[src/rtl/display_scan_mux_pkg.sv]
// Shared constants and types for the 7-segment scan multiplexer.
// Build option: LEADING_ZERO_BLANK_EN enables leading-zero suppression in display_scan_mux.
package display_scan_mux_pkg;

    localparam int SCAN_NUM_DIGITS_DEFAULT = 4;
    localparam int SCAN_PRESCALE_DEFAULT   = 50000;
    localparam int SCAN_BLANK_DEFAULT      = 16;
    localparam int BCD_WIDTH               = 4;

    typedef logic [BCD_WIDTH-1:0] bcd_t;

endpackage

[src/rtl/display_scan_mux_if.sv]
// Digit-value inputs and display-drive outputs of the scan multiplexer.
// master = digit source / observer, slave = the scanner.
interface display_scan_mux_if #(
    parameter int NUM_DIGITS = display_scan_mux_pkg::SCAN_NUM_DIGITS_DEFAULT
);
    logic                                          en;
    logic [display_scan_mux_pkg::BCD_WIDTH*NUM_DIGITS-1:0] digits;
    logic [NUM_DIGITS-1:0]                         dp_in;
    logic [display_scan_mux_pkg::BCD_WIDTH-1:0]    bcd_out;
    logic [NUM_DIGITS-1:0]                         an;
    logic                                          dp_out;
    logic                                          frame_tick;

    modport master (
        output en, digits, dp_in,
        input  bcd_out, an, dp_out, frame_tick
    );

    modport slave (
        input  en, digits, dp_in,
        output bcd_out, an, dp_out, frame_tick
    );
endinterface

[src/rtl/display_scan_mux_scan_prescaler.sv]
// Per-slot cycle counter: produces slot boundaries and the dead-time window
// at the start of each slot.
module scan_prescaler #(
    parameter int PRESCALE     = display_scan_mux_pkg::SCAN_PRESCALE_DEFAULT,
    parameter int BLANK_CYCLES = display_scan_mux_pkg::SCAN_BLANK_DEFAULT
) (
    input  logic clk,
    input  logic rst,
    input  logic en,
    output logic slot_start,
    output logic slot_end,
    output logic in_blank
);
    localparam int CW = $clog2(PRESCALE);

    logic [CW-1:0] cnt_reg;

    always_ff @(posedge clk) begin
        if (rst) begin
            cnt_reg <= '0;
        end else if (en) begin
            if (cnt_reg == CW'(PRESCALE - 1)) begin
                cnt_reg <= '0;
            end else begin
                cnt_reg <= cnt_reg + 1'b1;
            end
        end
    end

    assign slot_start = (cnt_reg == '0);
    assign slot_end   = en && (cnt_reg == CW'(PRESCALE - 1));
    assign in_blank   = (cnt_reg < CW'(BLANK_CYCLES));

endmodule

[src/rtl/display_scan_mux.sv]
// Time-multiplexed 7-segment scanner: frame snapshot, digit index and output muxing.
// Build option: define LEADING_ZERO_BLANK_EN to suppress leading zero digits.
module display_scan_mux
    import display_scan_mux_pkg::*;
#(
    parameter int NUM_DIGITS   = SCAN_NUM_DIGITS_DEFAULT,
    parameter int PRESCALE     = SCAN_PRESCALE_DEFAULT,
    parameter int BLANK_CYCLES = SCAN_BLANK_DEFAULT
) (
    input  logic                     clk,
    input  logic                     rst,
    display_scan_mux_if.slave        bus
);
    localparam int IW = $clog2(NUM_DIGITS);

    logic                            slot_start;
    logic                            slot_end;
    logic                            in_blank;

    logic [IW-1:0]                   idx_reg;
    logic [BCD_WIDTH*NUM_DIGITS-1:0] snap_d_reg;
    logic [NUM_DIGITS-1:0]           snap_dp_reg;
    logic                            frame_tick_reg;
    logic                            active_reg;

    logic                            snap_take;
    logic [NUM_DIGITS-1:0]           suppress_mask;
    logic [NUM_DIGITS-1:0]           an_onehot;
    bcd_t                            nib [NUM_DIGITS];
    logic                            show;

    scan_prescaler #(
        .PRESCALE     (PRESCALE),
        .BLANK_CYCLES (BLANK_CYCLES)
    ) u_prescaler (
        .clk        (clk),
        .rst        (rst),
        .en         (bus.en),
        .slot_start (slot_start),
        .slot_end   (slot_end),
        .in_blank   (in_blank)
    );

    // The snapshot is taken only at the very start of a frame so a frame never mixes old and new digits.
    assign snap_take = bus.en && slot_start && (idx_reg == '0);

    always_ff @(posedge clk) begin
        if (rst) begin
            idx_reg        <= '0;
            snap_d_reg     <= '0;
            snap_dp_reg    <= '0;
            frame_tick_reg <= 1'b0;
            active_reg     <= 1'b0;
        end else begin
            active_reg     <= bus.en;
            frame_tick_reg <= slot_end && (idx_reg == IW'(NUM_DIGITS - 1));
            if (snap_take) begin
                snap_d_reg  <= bus.digits;
                snap_dp_reg <= bus.dp_in;
            end
            if (slot_end) begin
                if (idx_reg == IW'(NUM_DIGITS - 1)) begin
                    idx_reg <= '0;
                end else begin
                    idx_reg <= idx_reg + 1'b1;
                end
            end
        end
    end

`ifdef LEADING_ZERO_BLANK_EN
    logic [NUM_DIGITS:0]   zero_above;
    logic [NUM_DIGITS-1:0] lz_mask_next;
    logic [NUM_DIGITS-1:0] lz_mask_reg;

    // zero_above[k]: digit k and every digit above it are zero; digit 0 is always shown.
    assign zero_above[NUM_DIGITS] = 1'b1;
    for (genvar gi = 0; gi < NUM_DIGITS; gi++) begin : g_lz
        assign zero_above[gi]   = (bus.digits[BCD_WIDTH*gi +: BCD_WIDTH] == '0) && zero_above[gi+1];
        assign lz_mask_next[gi] = (gi != 0) && zero_above[gi];
    end

    always_ff @(posedge clk) begin
        if (rst) begin
            lz_mask_reg <= '0;
        end else if (snap_take) begin
            lz_mask_reg <= lz_mask_next;
        end
    end

    assign suppress_mask = lz_mask_reg;
`else
    assign suppress_mask = '0;
`endif

    for (genvar gi = 0; gi < NUM_DIGITS; gi++) begin : g_digit
        assign nib[gi]       = snap_d_reg[BCD_WIDTH*gi +: BCD_WIDTH];
        assign an_onehot[gi] = (idx_reg == IW'(gi));
    end

    // active_reg is the registered enable, so blanking on en=0 never depends on the live input.
    assign show = active_reg && !in_blank && !suppress_mask[idx_reg];

    assign bus.bcd_out    = nib[idx_reg];
    assign bus.an         = show ? an_onehot : '0;
    assign bus.dp_out     = show && snap_dp_reg[idx_reg];
    assign bus.frame_tick = frame_tick_reg;

endmodule
[src/flat_wrapper.sv]
// flat-port wrapper written by rule: the top's interface ports become plain ports
module display_scan_mux_flat import display_scan_mux_pkg::*;
#(
    parameter int NUM_DIGITS   = SCAN_NUM_DIGITS_DEFAULT,
    parameter int PRESCALE     = SCAN_PRESCALE_DEFAULT,
    parameter int BLANK_CYCLES = SCAN_BLANK_DEFAULT
)
  (clk, rst, bus_en, bus_digits, bus_dp_in, bus_bcd_out, bus_an, bus_dp_out, bus_frame_tick);
  display_scan_mux_if #(.NUM_DIGITS(NUM_DIGITS)) bus_i ();
  input  logic clk;
  input  logic rst;
  input wire logic [$bits(bus_i.en)-1:0] bus_en;
  input wire logic [$bits(bus_i.digits)-1:0] bus_digits;
  input wire logic [$bits(bus_i.dp_in)-1:0] bus_dp_in;
  output wire logic [$bits(bus_i.bcd_out)-1:0] bus_bcd_out;
  output wire logic [$bits(bus_i.an)-1:0] bus_an;
  output wire logic [$bits(bus_i.dp_out)-1:0] bus_dp_out;
  output wire logic [$bits(bus_i.frame_tick)-1:0] bus_frame_tick;
  assign bus_i.en = bus_en;
  assign bus_i.digits = bus_digits;
  assign bus_i.dp_in = bus_dp_in;
  assign bus_bcd_out = bus_i.bcd_out;
  assign bus_an = bus_i.an;
  assign bus_dp_out = bus_i.dp_out;
  assign bus_frame_tick = bus_i.frame_tick;
  display_scan_mux #(.NUM_DIGITS(NUM_DIGITS), .PRESCALE(PRESCALE), .BLANK_CYCLES(BLANK_CYCLES)) u_core (.clk(clk), .rst(rst), .bus(bus_i));
endmodule
[config.mk]
export PLATFORM = sky130hd
export DESIGN_NAME = display_scan_mux_flat
export DESIGN_NICKNAME = d
export VERILOG_FILES = /design/src/rtl/display_scan_mux_pkg.sv /design/src/rtl/display_scan_mux_if.sv /design/src/rtl/display_scan_mux_scan_prescaler.sv /design/src/rtl/display_scan_mux.sv /design/src/flat_wrapper.sv
export SDC_FILE = /design/constraint.sdc
export NUM_CORES = 1
export LEC_CHECK = 0
export ABC_CLOCK_PERIOD_IN_PS = 5500
export BUFFER_PORTS_ARGS = -buffer_cell sky130_fd_sc_hd__clkbuf_2
export CORE_MARGIN = 8
export CORE_UTILIZATION = 60
export DETAILED_ROUTE_END_ITERATION = 16
export MAX_ROUTING_LAYER = met4
export PLACE_DENSITY = 0.84
export SETUP_SLACK_MARGIN = 0.02
export SLEW_MARGIN = 20
export SYNTH_ARGS = -nofsm -noshare
export SYNTH_HDL_FRONTEND = slang
export SYNTH_HIERARCHICAL = 1
export SYNTH_SLANG_ARGS = --single-unit
[constraint.sdc]
create_clock -name clk -period 5.5 [get_ports clk]
set_clock_uncertainty 0.15 [all_clocks]
set_input_delay 0.55 -clock clk [delete_from_list [all_inputs] [get_ports clk]]
set_output_delay 0.55 -clock clk [all_outputs]
set_load 0.01 [all_outputs]
* After elaboration in Yosys (flattened, before gate mapping)
Cells that the tools add are included.
** Operators by class
- $add $sub $neg :: 2
- Shift operators :: 0
- Multiply operators :: 0
- Bitwise logic cells :: 1
- Muxes and demuxes :: 10
- Reductions and logical operators :: 11
- Order comparisons :: 3
- Div/mod/pow operators :: 0
- Eq/ne operators :: 4
** Operator list (number)
- adder 16 x 1 -> 16 bit, second input constant :: 1
- equality test 16 bit, second input constant :: 1
- logical NOT 16 bit :: 1
- less-than comparator 16 x 5 -> 1 bit, second input constant :: 1
- two-way mux 16 bit :: 1
- two-way mux 4 bit :: 3
- binary-select mux 4 bit (select 2 bit) :: 1
- logical AND 1 bit :: 7
- binary-select mux 1 bit (select 2 bit) :: 2
- equality test 2 bit, second input constant :: 2
- >= comparator 3 bit, second input constant :: 1
- less-than comparator 2 x 3 -> 1 bit, second input constant :: 1
- NOT 2 -> 3 bit :: 1
- adder 2 x 1 -> 2 bit, second input constant :: 1
- equality test 2 x 1 -> 1 bit, second input constant :: 1
- logical NOT 1 bit :: 2
- logical NOT 2 bit :: 1
- two-way mux 1 bit :: 2
- two-way mux 2 bit :: 1
** Word-level totals
- Bits in latches :: 0
- Input port bits :: 23
- Output and inout port bits :: 10
- ROM bits :: 0
- Register bits after elaboration :: 40
- Bits in writable memories :: 0
- Memories kept :: 0
- Logic and storage cells :: 37

* Logic depth before layout (Yosys ltp)
- Depth after elaboration :: 5
- Gate-level depth with buffers :: 9
- Mapped depth without buffers :: 6

* Hierarchy
The synthesis kept the hierarchy.
** Modules (own cells, without submodules)
- display_scan_mux :: cells an instance 119, area each 1257.5 um2, sequential area each 480.5 um2, instances 1
- scan_prescaler :: cells an instance 92, area each 800.8 um2, sequential area each 320.3 um2, instances 1

* Worst setup path after synthesis
No wires, ideal clock.
- Path type :: reg2reg
- From :: reg u_core.u_prescaler.cnt_reg[0]
- To :: reg u_core.idx_reg[0]
- Arrival time :: 1865 ps
- Path buffers :: 0
- Cell stages (with the launch flop) :: 7
- Required time :: 5280 ps
- Slack :: 3415 ps
- Clock period less this slack :: 2085 ps
- Library setup time :: 70 ps
- Path through :: dfxtp_1 ha_1 and3_1 nand2_1 nor4_1 or3b_2 a21oi_1
** On the way
- Longest elaborated chain between the ends :: 2
** Ends and longest elaborated chain
- start: declaration :: line display_scan_mux_scan_prescaler.sv:16 : logic [CW-1:0] cnt_reg;
- start signal: assignment :: line display_scan_mux_scan_prescaler.sv:25 : cnt_reg <= cnt_reg + 1'b1;
- equality test 16 bit :: line display_scan_mux_scan_prescaler.sv:31 : assign slot_end = en && (cnt_reg == CW'(PRESCALE - 1));
- logical AND 1 bit :: line display_scan_mux_scan_prescaler.sv:31
- via u_core.slot_end :: line display_scan_mux.sv:17 : logic slot_end;
- end signal: assignment :: line display_scan_mux.sv:65 : idx_reg <= idx_reg + 1'b1;
- end: declaration :: line display_scan_mux.sv:20 : logic [IW-1:0] idx_reg;
The timed path passes the listed nets, and every way through them passes these cells.
A chain may end at the register's enable or synchronous reset.

* Worst setup path in the final report
- From :: reg u_core.u_prescaler.cnt_reg[15]
- To :: out bus_an[1]
** On the way
- Longest elaborated chain between the ends :: 5
** Ends and longest elaborated chain
- less-than comparator 16 x 5 -> 1 bit :: line display_scan_mux_scan_prescaler.sv:32 : assign in_blank = (cnt_reg < CW'(BLANK_CYCLES));
- via u_core.in_blank :: line display_scan_mux.sv:18 : logic in_blank;
- logical NOT 1 bit :: line display_scan_mux.sv:102 : assign show = active_reg && !in_blank && !suppress_mask[idx_reg];
- logical AND 1 bit (2 in a row) :: line display_scan_mux.sv:102
- two-way mux 4 bit :: line display_scan_mux.sv:105 : assign bus.an = show ? an_onehot : '0;
- end: declaration :: line flat_wrapper.sv:16 : output wire logic [$bits(bus_i.an)-1:0] bus_an;
The timed path passes the listed nets, and every way through them passes these cells.

==> metrics <==
core area 3310 µm²; period utilisation layout 45.7%; Post-Route WL 3590 µm; router iterations before antenna repair 6; Reg clk slew, reported paths 0.12 ns; io pins 33; endpoint class of the critical path output port; Max VDD drop 163 µV; Yosys cell types 28; startpoint types flip-flop; sequential cell area 801 µm²; RR Startpoint u_core/u_prescaler/cnt_reg[0]; worst path cell trace or4_1, nor3_1, nor2b_1, and2_1, clkbuf_2; ant diodes 0; vias 1430; die width 74.6 µm; Worst path max stage delay 0.52 ns; Reg2Reg Depth 6; DRC viols 0; drt initial violations 109; first-pass GRT wire length 6090 µm; CTS tree done; Async S/R FF share, synth 0%; syn_nets 240; Worst Tran Pin Value 0.801 ns; worst reg2reg endpoint u_core/idx_reg[0]; fraction of layout instances using a drive strength above 1 19.2%; Final ANT Viol Nets 0; WP data required 4.80 ns; final setup fails 0; number of flops mapped to enable cells by yosys 0; total track usage 14.5%; initial antenna violation count 0; worst-path fanout max 5; Final HPWL DP 2560 µm; crit path DAT 1.81 ns; fin. max-slew vios 0; std cell rows 21; clk buf depth 2; most frequent cells in the layout nand2b_1, dfxtp_1, clkbuf_2; Total Nets Final 267; number of synthesized register bits 40; placed cells 277; static leakage 0.000920 µW; htree depth 2; post-CTS setup buffers 0; Hold Buf Count CTS 0; HP Class primary input to flip-flop; r2r setup slk 3.15 ns; largest net degree at the start of global routing 47; final hold violations 0; Hold Crit Depth 3; vias in the first global route 1361; sequential element share of the synthesized area 38.9%; Max Cap Viol 0; Worst Hold End u_core/snap_d_reg[7]; DR WL/cell 12.6 µm; Initial Util 62.2%; Worst Hold Launch bus_digits[7]; IO buf count 32; cts bufs inserted 5; Post-Synthesis Cells 211; Final GP Congestion 0.796; Post-synth top flop dfxtp_1; Power Density 247 nW/µm²; Layout fillers 296; grt ovf 0; RSZ-0062 raised after global routing no; area delta synth->final 11.0%; Max Freq 398 MHz; Post-Layout Cell Count 285; via/cell ratio 5.02; run status complete, no violations; CP max-delay cell or4_1; Cell Area, Synth 2060 µm²; clock sinks 40; Clk Latency, worst-skew pair 0.34 ns; Resized cells post-CTS 0; worst slew margin relative to its limit 46.4%; Multi-input gate area 1160 µm²; die area 5560 µm²; Final min period 2.51 ns; Synthesis Warnings 6; setup TNS 0 ns; Syn Area/Cell 9.75 µm²; critical path class flip-flop to output port; Die Y 74.6 µm; root buf cell clkbuf_4
==> through the flow <==
step | utilization, % | setup WS (ns) | hold WS, ns | total power [µW] | cell area, µm²
2_1_floorplan | - | 3.41 | 0.294 | 363 | 2060
3_3_place_gp | 66.6 | 2.87 | 0.305 | 379 | 2200
3_5_place_dp | 66.6 | 2.83 | 0.310 | 381 | 2200
4_1_cts | 69.0 | 2.79 | 0.272 | 571 | 2280
5_1_grt | 69.0 | 2.83 | 0.273 | 591 | 2280
6_report | 69.0 | 2.99 | 0.284 | 565 | 2280
==> layout make-up <==
type                            count  area share (%)
Multi-Input combinational cell    153            50.9
Sequential cell                    40            35.0
Timing Repair Buffer               32            7.01
Tap cell                           46            2.52
Clock inverter                      3            1.86
Clock buffer                        5            1.64
Inverter                            6           0.986
==> critical path, delay by kind of cell, from the launching register on <==
kind                   cells  cell delay [ns]
AND/OR/NAND/NOR            4             1.01
flip-flops                 1             0.35
buffers and inverters      1             0.12
==> cells in the mapped netlist (all sizes together) (5+ instances only) <==
library cell  instances  area (µm²)
nor2                 22        82.6
xnor2                11        96.3
nor3                  5        25.0
mux4                  5         128
ha                    6        75.1
nor4                  6        43.8
nand4                 7        50.1
nand2                10        37.5
mux2i                22         220
clkbuf                7        27.5
buf                   5        45.0
and2                  5        31.3
dfxtp                40         801
nand2b               40         250
inv                   6        22.5
==> power breakdown <==
part	switching [µW]	internal [µW]
combinational	28.5	33.3
clock	96.5	94.8
sequential	7.75	304
total	133	432
==> cells by family after synthesis <==
family,after synthesis,synth area share (%)
and+or+nand+nor,103,28.0
DFF,40,38.9
muxes,27,16.9
buffers and inverters,18,4.62
xor gates and xnor gates,15,6.38
adders and majority gates,6,3.65
AOI/OAI and AO/OA,2,1.58
==> metal layers <==
| metal | wire length [µm] | vias up | global-route usage (%) |
|---|---|---|---|
| met1 | 1880 | 641 | 19.5 |
| met3 | 148 | 2 | 3.64 |
| met2 | 1540 | 29 | 20.2 |
| met5 | 0 | - | - |
| met4 | 21 | 0 | 5.43 |
| li1 | - | 758 | - |
==> worst max-delay path by stage <==
stage | startpoint | to | cells past startpoint
final | u_core/u_prescaler/cnt_reg[15] | bus_an[1] | 5
after global routing | u_core/u_prescaler/cnt_reg[4] | bus_an[1] | 6
after CTS | u_core/u_prescaler/cnt_reg[15] | u_core/snap_dp_reg[0] | 5
after detailed placement | u_core/u_prescaler/cnt_reg[15] | u_core/snap_d_reg[5] | 5
after global placement | u_core/u_prescaler/cnt_reg[15] | u_core/snap_d_reg[11] | 5
after floorplan | u_core/u_prescaler/cnt_reg[0] | u_core/idx_reg[0] | 6
(Power assumes the default switching activity.)
